<file path="src/rtl/fetch_queue_pkg.sv">
// Shared fetch-side types: instruction word, boot vector, queue entry.
package fetch_queue_pkg;

  typedef logic [31:0] word;

  localparam word BOOT_ADDRESS = 32'h0000_0000;
  localparam int  FETCH_DEPTH  = 4;

  typedef struct packed {
    word  pc;
    word  pc_plus4;
    word  instr;
    logic filled;
  } fetch_entry_t;

endpackage

</file>
<file path="src/rtl/fetch_entry_ram.sv">
// Fetch queue storage: one alloc write port, one fill port, async head read.
module fetch_entry_ram
  import fetch_queue_pkg::*;
#(
  parameter int DEPTH = FETCH_DEPTH,
  parameter int PTR_W = $clog2(DEPTH)
) (
  input  logic               clock,
  input  logic               reset,
  input  logic               i_wr_en,
  input  logic [PTR_W-1:0]   i_wr_idx,
  input  fetch_entry_t       i_wr_data,
  input  logic               i_fill_en,
  input  logic [PTR_W-1:0]   i_fill_idx,
  input  word                i_fill_instr,
  input  logic [PTR_W-1:0]   i_rd_idx,
  output fetch_entry_t       o_rd_data
);

  fetch_entry_t r_mem [DEPTH];

  always_ff @(posedge clock) begin
    if (reset) begin
      for (int i = 0; i < DEPTH; i++) begin
        r_mem[i] <= '0;
      end
    end else begin
      // Fill and alloc never target the same live slot.
      if (i_fill_en) begin
        r_mem[i_fill_idx].instr  <= i_fill_instr;
        r_mem[i_fill_idx].filled <= 1'b1;
      end
      if (i_wr_en) begin
        r_mem[i_wr_idx] <= i_wr_data;
      end
    end
  end

  assign o_rd_data = r_mem[i_rd_idx];

endmodule

</file>
<file path="src/rtl/fetch_queue.sv">
// In-order fetch queue between PC and decode; squashes wrong-path
// fetches on redirect, including responses still in flight.
module fetch_queue
  import fetch_queue_pkg::*;
#(
  parameter int DEPTH = FETCH_DEPTH,
  parameter int PTR_W = $clog2(DEPTH)
) (
  input  logic clock,
  input  logic reset,
  input  word  pc_addr,
  input  word  pc_plus4,
  input  logic pc_flush,
  output logic fetch_stall,
  output logic imem_req_valid,
  input  logic imem_req_ready,
  output word  imem_addr,
  input  logic imem_resp_valid,
  input  word  imem_resp_data,
  output logic out_valid,
  input  logic out_ready,
  output word  out_instr,
  output word  out_pc,
  output word  out_pc_plus4
);

  localparam int CW = PTR_W + 1;
  localparam int SW = PTR_W + 2;
  localparam logic [CW-1:0] DEPTH_C = CW'(DEPTH);
  localparam logic [SW-1:0] DEPTH_S = SW'(DEPTH);

  logic [PTR_W-1:0] r_head;
  logic [PTR_W-1:0] r_alloc;
  logic [PTR_W-1:0] r_fill;
  logic [CW-1:0]    r_count;
  logic [CW-1:0]    r_unfilled;
  logic [CW-1:0]    r_drop;

  logic [SW-1:0]    w_sum;
  logic [SW-1:0]    w_daf;
  logic             w_room;
  logic             w_push;
  logic             w_pop;
  logic             w_resp_drop;
  logic             w_resp_fill;
  logic [PTR_W-1:0] w_wr_idx;
  fetch_entry_t     w_wr_data;
  fetch_entry_t     w_head;

  always_comb begin
    // Outstanding responses, live or orphaned, bound new requests.
    w_sum  = SW'(r_drop) + SW'(r_unfilled);
    w_daf  = w_sum - SW'(imem_resp_valid);
    w_room = pc_flush ? (w_daf < DEPTH_S)
                      : (w_sum < DEPTH_S);
    imem_req_valid = !reset && w_room &&
                     (pc_flush || r_count < DEPTH_C);
    w_push      = imem_req_valid && imem_req_ready;
    fetch_stall = !w_push;
    imem_addr   = pc_addr;
    w_resp_drop = imem_resp_valid && r_drop != '0;
    w_resp_fill = imem_resp_valid && r_drop == '0 &&
                  !pc_flush;
    w_wr_idx    = pc_flush ? '0 : r_alloc;
    w_wr_data   = '{pc:       pc_addr,
                    pc_plus4: pc_plus4,
                    instr:    '0,
                    filled:   1'b0};
    out_valid    = !reset && !pc_flush &&
                   r_count != '0 && w_head.filled;
    w_pop        = out_valid && out_ready;
    out_instr    = w_head.instr;
    out_pc       = w_head.pc;
    out_pc_plus4 = w_head.pc_plus4;
  end

  always_ff @(posedge clock) begin
    if (reset) begin
      r_head     <= '0;
      r_alloc    <= '0;
      r_fill     <= '0;
      r_count    <= '0;
      r_unfilled <= '0;
      r_drop     <= '0;
    end else if (pc_flush) begin
      // Everything allocated becomes an orphan; redirect lands in slot 0.
      r_head     <= '0;
      r_fill     <= '0;
      r_alloc    <= PTR_W'(w_push);
      r_count    <= CW'(w_push);
      r_unfilled <= CW'(w_push);
      r_drop     <= w_daf[CW-1:0];
    end else begin
      r_head     <= r_head + PTR_W'(w_pop);
      r_alloc    <= r_alloc + PTR_W'(w_push);
      r_fill     <= r_fill + PTR_W'(w_resp_fill);
      r_count    <= r_count + CW'(w_push) - CW'(w_pop);
      r_unfilled <= r_unfilled + CW'(w_push)
                    - CW'(w_resp_fill);
      r_drop     <= r_drop - CW'(w_resp_drop);
    end
  end

  fetch_entry_ram #(
    .DEPTH (DEPTH),
    .PTR_W (PTR_W)
  ) u_ram (
    .clock        (clock),
    .reset        (reset),
    .i_wr_en      (w_push),
    .i_wr_idx     (w_wr_idx),
    .i_wr_data    (w_wr_data),
    .i_fill_en    (w_resp_fill),
    .i_fill_idx   (r_fill),
    .i_fill_instr (imem_resp_data),
    .i_rd_idx     (r_head),
    .o_rd_data    (w_head)
  );

  a_resp_expected: assert property (
    @(posedge clock) disable iff (reset)
    !(imem_resp_valid && r_unfilled == '0 &&
      r_drop == '0));

endmodule

</file>
<file path="config.mk">
export PLATFORM = sky130hd
export DESIGN_NAME = fetch_queue
export DESIGN_NICKNAME = d
export VERILOG_FILES = /design/src/rtl/fetch_queue_pkg.sv /design/src/rtl/fetch_entry_ram.sv /design/src/rtl/fetch_queue.sv
export SDC_FILE = /design/constraint.sdc
export NUM_CORES = 1
export LEC_CHECK = 0
export CORE_MARGIN = 5
export CORE_UTILIZATION = 57
export DETAILED_ROUTE_END_ITERATION = 8
export PLACE_DENSITY = 0.79
export SLEW_MARGIN = 40
export SYNTH_ARGS = -nofsm -noshare
export SYNTH_HDL_FRONTEND = slang
export SYNTH_HIERARCHICAL = 1
export SYNTH_SLANG_ARGS = --single-unit
</file>
<file path="constraint.sdc">
create_clock -name clock -period 11.2 [get_ports clock]
set_clock_uncertainty 0.05 [all_clocks]
set_input_delay 2.24 -clock clock [delete_from_list [all_inputs] [get_ports clock]]
set_output_delay 2.24 -clock clock [all_outputs]
set_load 0.03 [all_outputs]
</file>
==> load_flow_metrics.sql <==
INSERT INTO impl_metrics (metric_group, metric, value, unit) VALUES
('route', 'post_drt_via_cell_ratio', '5.48', ''),
('finish', 'multi_input_area', '0.00642', 'mm²'),
('synth', 'synth.yosys.warnings', '6', ''),
('route', 'ant_nets', '0', ''),
('grt', 'number_of_global_route_vias_before_repair', '11400', ''),
('power_and_ir_drop', 'p_switching', '829', 'µW'),
('power_and_ir_drop', 'static-leakage-power', '8.30', 'nW'),
('finish', 'final_area', '0.0227', 'mm²'),
('power_and_ir_drop', 'power.clock.fraction', '35.7', '%'),
('finish', 'area.sequential', '0.0120', 'mm²'),
('cts', 'clockBufferDepth', '3', ''),
('finish', 'synthToLayoutAreaGrowth', '23.1', '%'),
('placement', 'count_of_buffers_inserted_at_the_top_level_ports', '232', ''),
('grt', 'grt_start_max_net_pins', '102', ''),
('cts', 'cts_resized', '0', ''),
('sta', 'min_period_over_period', '61.4', '%'),
('floorplan', 'die_area', '0.0361', 'mm²'),
('sta', 'least_margin_pin_slew', '0.807', 'ns'),
('route', 'drc', '0', ''),
('sta', 'layout_min_cycle_time', '6.88', 'ns'),
('route', 'wire_length_after_detailed_routing', '41200', 'µm'),
('floorplan', 'floorplan.die.width', '190', 'µm'),
('cts', 'cts_max_level', '2', ''),
('sta', 'final-max-slew-violation-count', '0', ''),
('sta', 'slew_headroom', '46.0', '%'),
('finish', 'drive_above_1_share', '12.3', '%'),
('setup_path', 'crit_path_end_kind', 'primary output', ''),
('setup_path', 'crit_path_max_incr_delay', '0.74', 'ns'),
('synth', 'synth_seq_cells', '403', ''),
('synth', 'synthDistinctLibCells', '51', ''),
('cts', 'clkLatencyLatePin', '0.52', 'ns'),
('setup_path', 'timing.critical_path.required', '8.91', 'ns'),
('floorplan', 'chipHeight', '190', 'µm'),
('route', 'routed-via-count', '10700', ''),
('power_and_ir_drop', 'power', '3.49', 'mW'),
('grt', 'grt_util_all_layers', '22.7', '%'),
('cts', 'clockRootBuffer', 'clkbuf_16', ''),
('placement', 'post_dp_cell_area', '0.0215', 'mm²'),
('route', 'wire_per_inst', '21.1', 'µm'),
('min_path', 'min-delay-path-class', 'flop to flop', ''),
('setup_path', 'worst_ep_arrival_time', '4.59', 'ns'),
('synth', 'seq_area_frac_synth', '64.7', '%'),
('setup_path', 'setup.worst_path.start_class', 'input pin', ''),
('grt', 'grt_pass1_wl', '63800', 'µm'),
('run', 'maxCapViolations', '0', ''),
('power_and_ir_drop', 'p_int', '2.66', 'mW'),
('synth', 'netlist_area', '0.0185', 'mm²'),
('grt', 'antenna_found_initial', '2', ''),
('finish', 'n_fill_cell', '2101', ''),
('power_and_ir_drop', 'ir_drop', '133', 'µV'),
('synth', 'netlist_instances', '1173', ''),
('sta', 'timing.final.hold_violations', '0', ''),
('setup_path', 'timing.setup.critical_path_class', 'input pin to primary output', ''),
('sta', 'fin_setup_tns', '0', 'ns'),
('cts', 'postCtsSetupRepairBufs', '0', ''),
('setup_path', 'cp_slowest_cell', 'clkdlybuf4s50_1', ''),
('placement', 'dp.final_hpwl', '24300', 'µm'),
('floorplan', 'std_cell_rows', '66', ''),
('floorplan', 'start_util', '57.2', '%'),
('finish', 'fin_nets', '1597', ''),
('route', 'detailed_routing_iteration_count_for_the_pre_antenna_repair_pass', '4', ''),
('cts', 'clkSinkCount', '403', ''),
('cts', 'cts_tree', 'done', ''),
('sta', 'hold_ws', '0.426', 'ns'),
('route', 'drt_iter0_drc', '760', ''),
('setup_path', 'crit_path_max_fanout', '8', ''),
('synth', 'avgSynthCellArea', '15.8', 'µm²'),
('floorplan', 'core_box_area', '0.0323', 'mm²'),
('power_and_ir_drop', 'pwr-share-seq', '50.8', '%'),
('placement', 'gpl.final_weighted_congestion', '0.797', ''),
('setup_path', 'critical_path.cell_chain', 'clkdlybuf4s50_1, ha_1, ha_1, xor3_1, a21oi_1, nand2_1, a21o_1, clkdlybuf4s50_1', ''),
('power_and_ir_drop', 'netSwitchingFraction', '23.7', '%'),
('floorplan', 'pin_count', '233', ''),
('power_and_ir_drop', 'pwr-share-comb', '13.4', '%'),
('cts', 'hold_buf_cts', '0', ''),
('cts', 'cts_buffers', '41', ''),
('sta', 'max_freq', '145', 'MHz'),
('sta', 'final_report_setup_violation_count', '0', ''),
('sta', 'rsz_0062_raised_after_global_routing', 'no', ''),
('run_status', 'run_status', 'complete, no violations', ''),
('finish', 'post-route-util', '70.4', '%'),
('power_and_ir_drop', 'power.density_cell_area', '153', 'mW/mm²'),
('cts', 'path_clk_slew', '0.06', 'ns'),
('grt', 'globalRoute.totalOverflow', '0', '');
[path summary, 6_finish.rpt]
check,from,endpoint,slack [ns],cells past startpoint
setup / recovery,imem_resp_valid,fetch_stall,4.32,8
hold / removal,r_alloc[1],r_alloc[1],0.43,2
setup reg to reg,r_drop[0],u_ram/r_mem[1][15],6.40,14
hold reg to reg,r_alloc[1],r_alloc[1],0.43,2
[cells by family (layout without fill, tap and decap cells)]
logic type      count (synthesis)  after routing  share of synthesized area, %
flops                         403            403                          64.7
simple gates                  372            372                          11.8
compound gates                145            145                          6.07
buf+inv                       126            333                          3.74
mux                           101            101                          12.0
fa+ha+maj                      15             15                          1.14
xor+xnor                       10             10                         0.555
other cells                     1            133                        0.0203
[cells in the mapped netlist (all sizes together)]
cell type / n / area share, %
nor4b: 1 / 0.13
a211oi: 2 / 0.081
conb: 1 / 0.020
o21ai: 34 / 0.92
nor2b: 4 / 0.14
a31o: 1 / 0.047
clkbuf: 44 / 0.89
o311a: 1 / 0.054
or4: 1 / 0.061
xor3: 1 / 0.13
o31ai: 3 / 0.12
nand3: 2 / 0.054
or3: 1 / 0.034
a21boi: 1 / 0.041
nor4bb: 1 / 0.054
a22o: 93 / 4.4
xnor2: 7 / 0.33
and2: 261 / 8.8
o31a: 2 / 0.10
a21o: 4 / 0.16
buf: 72 / 2.6
mux4: 97 / 12
or4b: 1 / 0.074
fa: 3 / 0.32
and4b: 1 / 0.054
nor2: 11 / 0.28
edfxtp: 388 / 63
a21oi: 4 / 0.13
nor4: 1 / 0.034
ha: 12 / 0.81
or2: 5 / 0.17
dfxtp: 15 / 1.6
nand2b: 4 / 0.14
and3: 1 / 0.034
mux2: 1 / 0.061
nand4bb: 2 / 0.12
inv: 10 / 0.20
nor3: 1 / 0.027
nand2: 73 / 1.5
mux2i: 3 / 0.16
xor2: 2 / 0.095
and4bb: 1 / 0.068
[layout make-up]
cell class / instances / area share [%]
inverter: 10 / 0.165
clock buffer: 55 / 4.83
multi-input combinational: 775 / 28.2
antenna: 1 / 0.0110
sequential: 403 / 52.6
clock inverter: 19 / 0.512
tap: 442 / 2.43
timing repair buffer: 249 / 11.3
[through the flow]
step	setup WS, ns	cells
after floorplan	4.95	1304
after global placement	4.08	1873
after detailed placement	4.33	1878
after CTS	4.33	1952
after global routing	4.21	1954
final	4.32	1954
[power by group through the flow]
stage                     logic, mW  clock network (mW)  registers [mW]
after floorplan               0.278                   0            1.80
after detailed placement      0.469                   0            1.81
final                         0.469                1.25            1.77
after global routing          0.500                1.33            1.78
after CTS                     0.472                1.27            1.77
after global placement        0.456                   0            1.80
[layer usage]
layer / up-vias / track usage, % / routed length (µm)
li1: 4921 / - / -
met2: 380 / 40.3 / 21400
met4: 2 / 5.01 / 733
met5: - / 0 / 13
met1: 5353 / 29.5 / 16200
met3: 48 / 4.33 / 2740
[flip-flops by register name, summed over array words and instances (netlist names)]
| register | flops |
|---|---|
| u_ram/r_mem | 388 |
| r_count | 3 |
| r_drop | 3 |
| r_unfilled | 3 |
| r_alloc | 2 |
| r_fill | 2 |
| r_head | 2 |
[placed cells by master (no fill, tap or decap), types with 2 or more instances in the layout]
master	count
or2_4	4
clkbuf_1	13
dfxtp_4	2
nor2_4	3
edfxtp_1	388
clkdlybuf4s50_1	232
ha_1	12
a21oi_1	3
and2_1	261
dfxtp_1	13
buf_6	6
o21ai_1	5
a21o_1	4
clkbuf_16	43
o31ai_1	3
mux4_2	97
buf_16	2
nand3_1	2
nand2b_4	3
buf_4	5
clkinv_2	5
a22o_1	93
inv_1	10
clkinv_1	12
nor2b_1	3
o21ai_0	29
a211oi_1	2
xnor2_1	7
fa_1	3
nor2_1	8
xor2_1	2
nand2_1	73
nand4bb_1	2
conb_1	132
mux2i_1	3
buf_12	2
[worst max-delay path: cells and delay by family]
kind / cells / cell delay (ns)
buffers and inverters: 2 / 1.20
adder cells (fa/ha/maj): 2 / 0.44
AO/OA/AOI/OAI: 2 / 0.37
XOR/XNOR: 1 / 0.22
AND/OR/NAND/NOR: 1 / 0.12
Power figures use the tool's default switching activity.
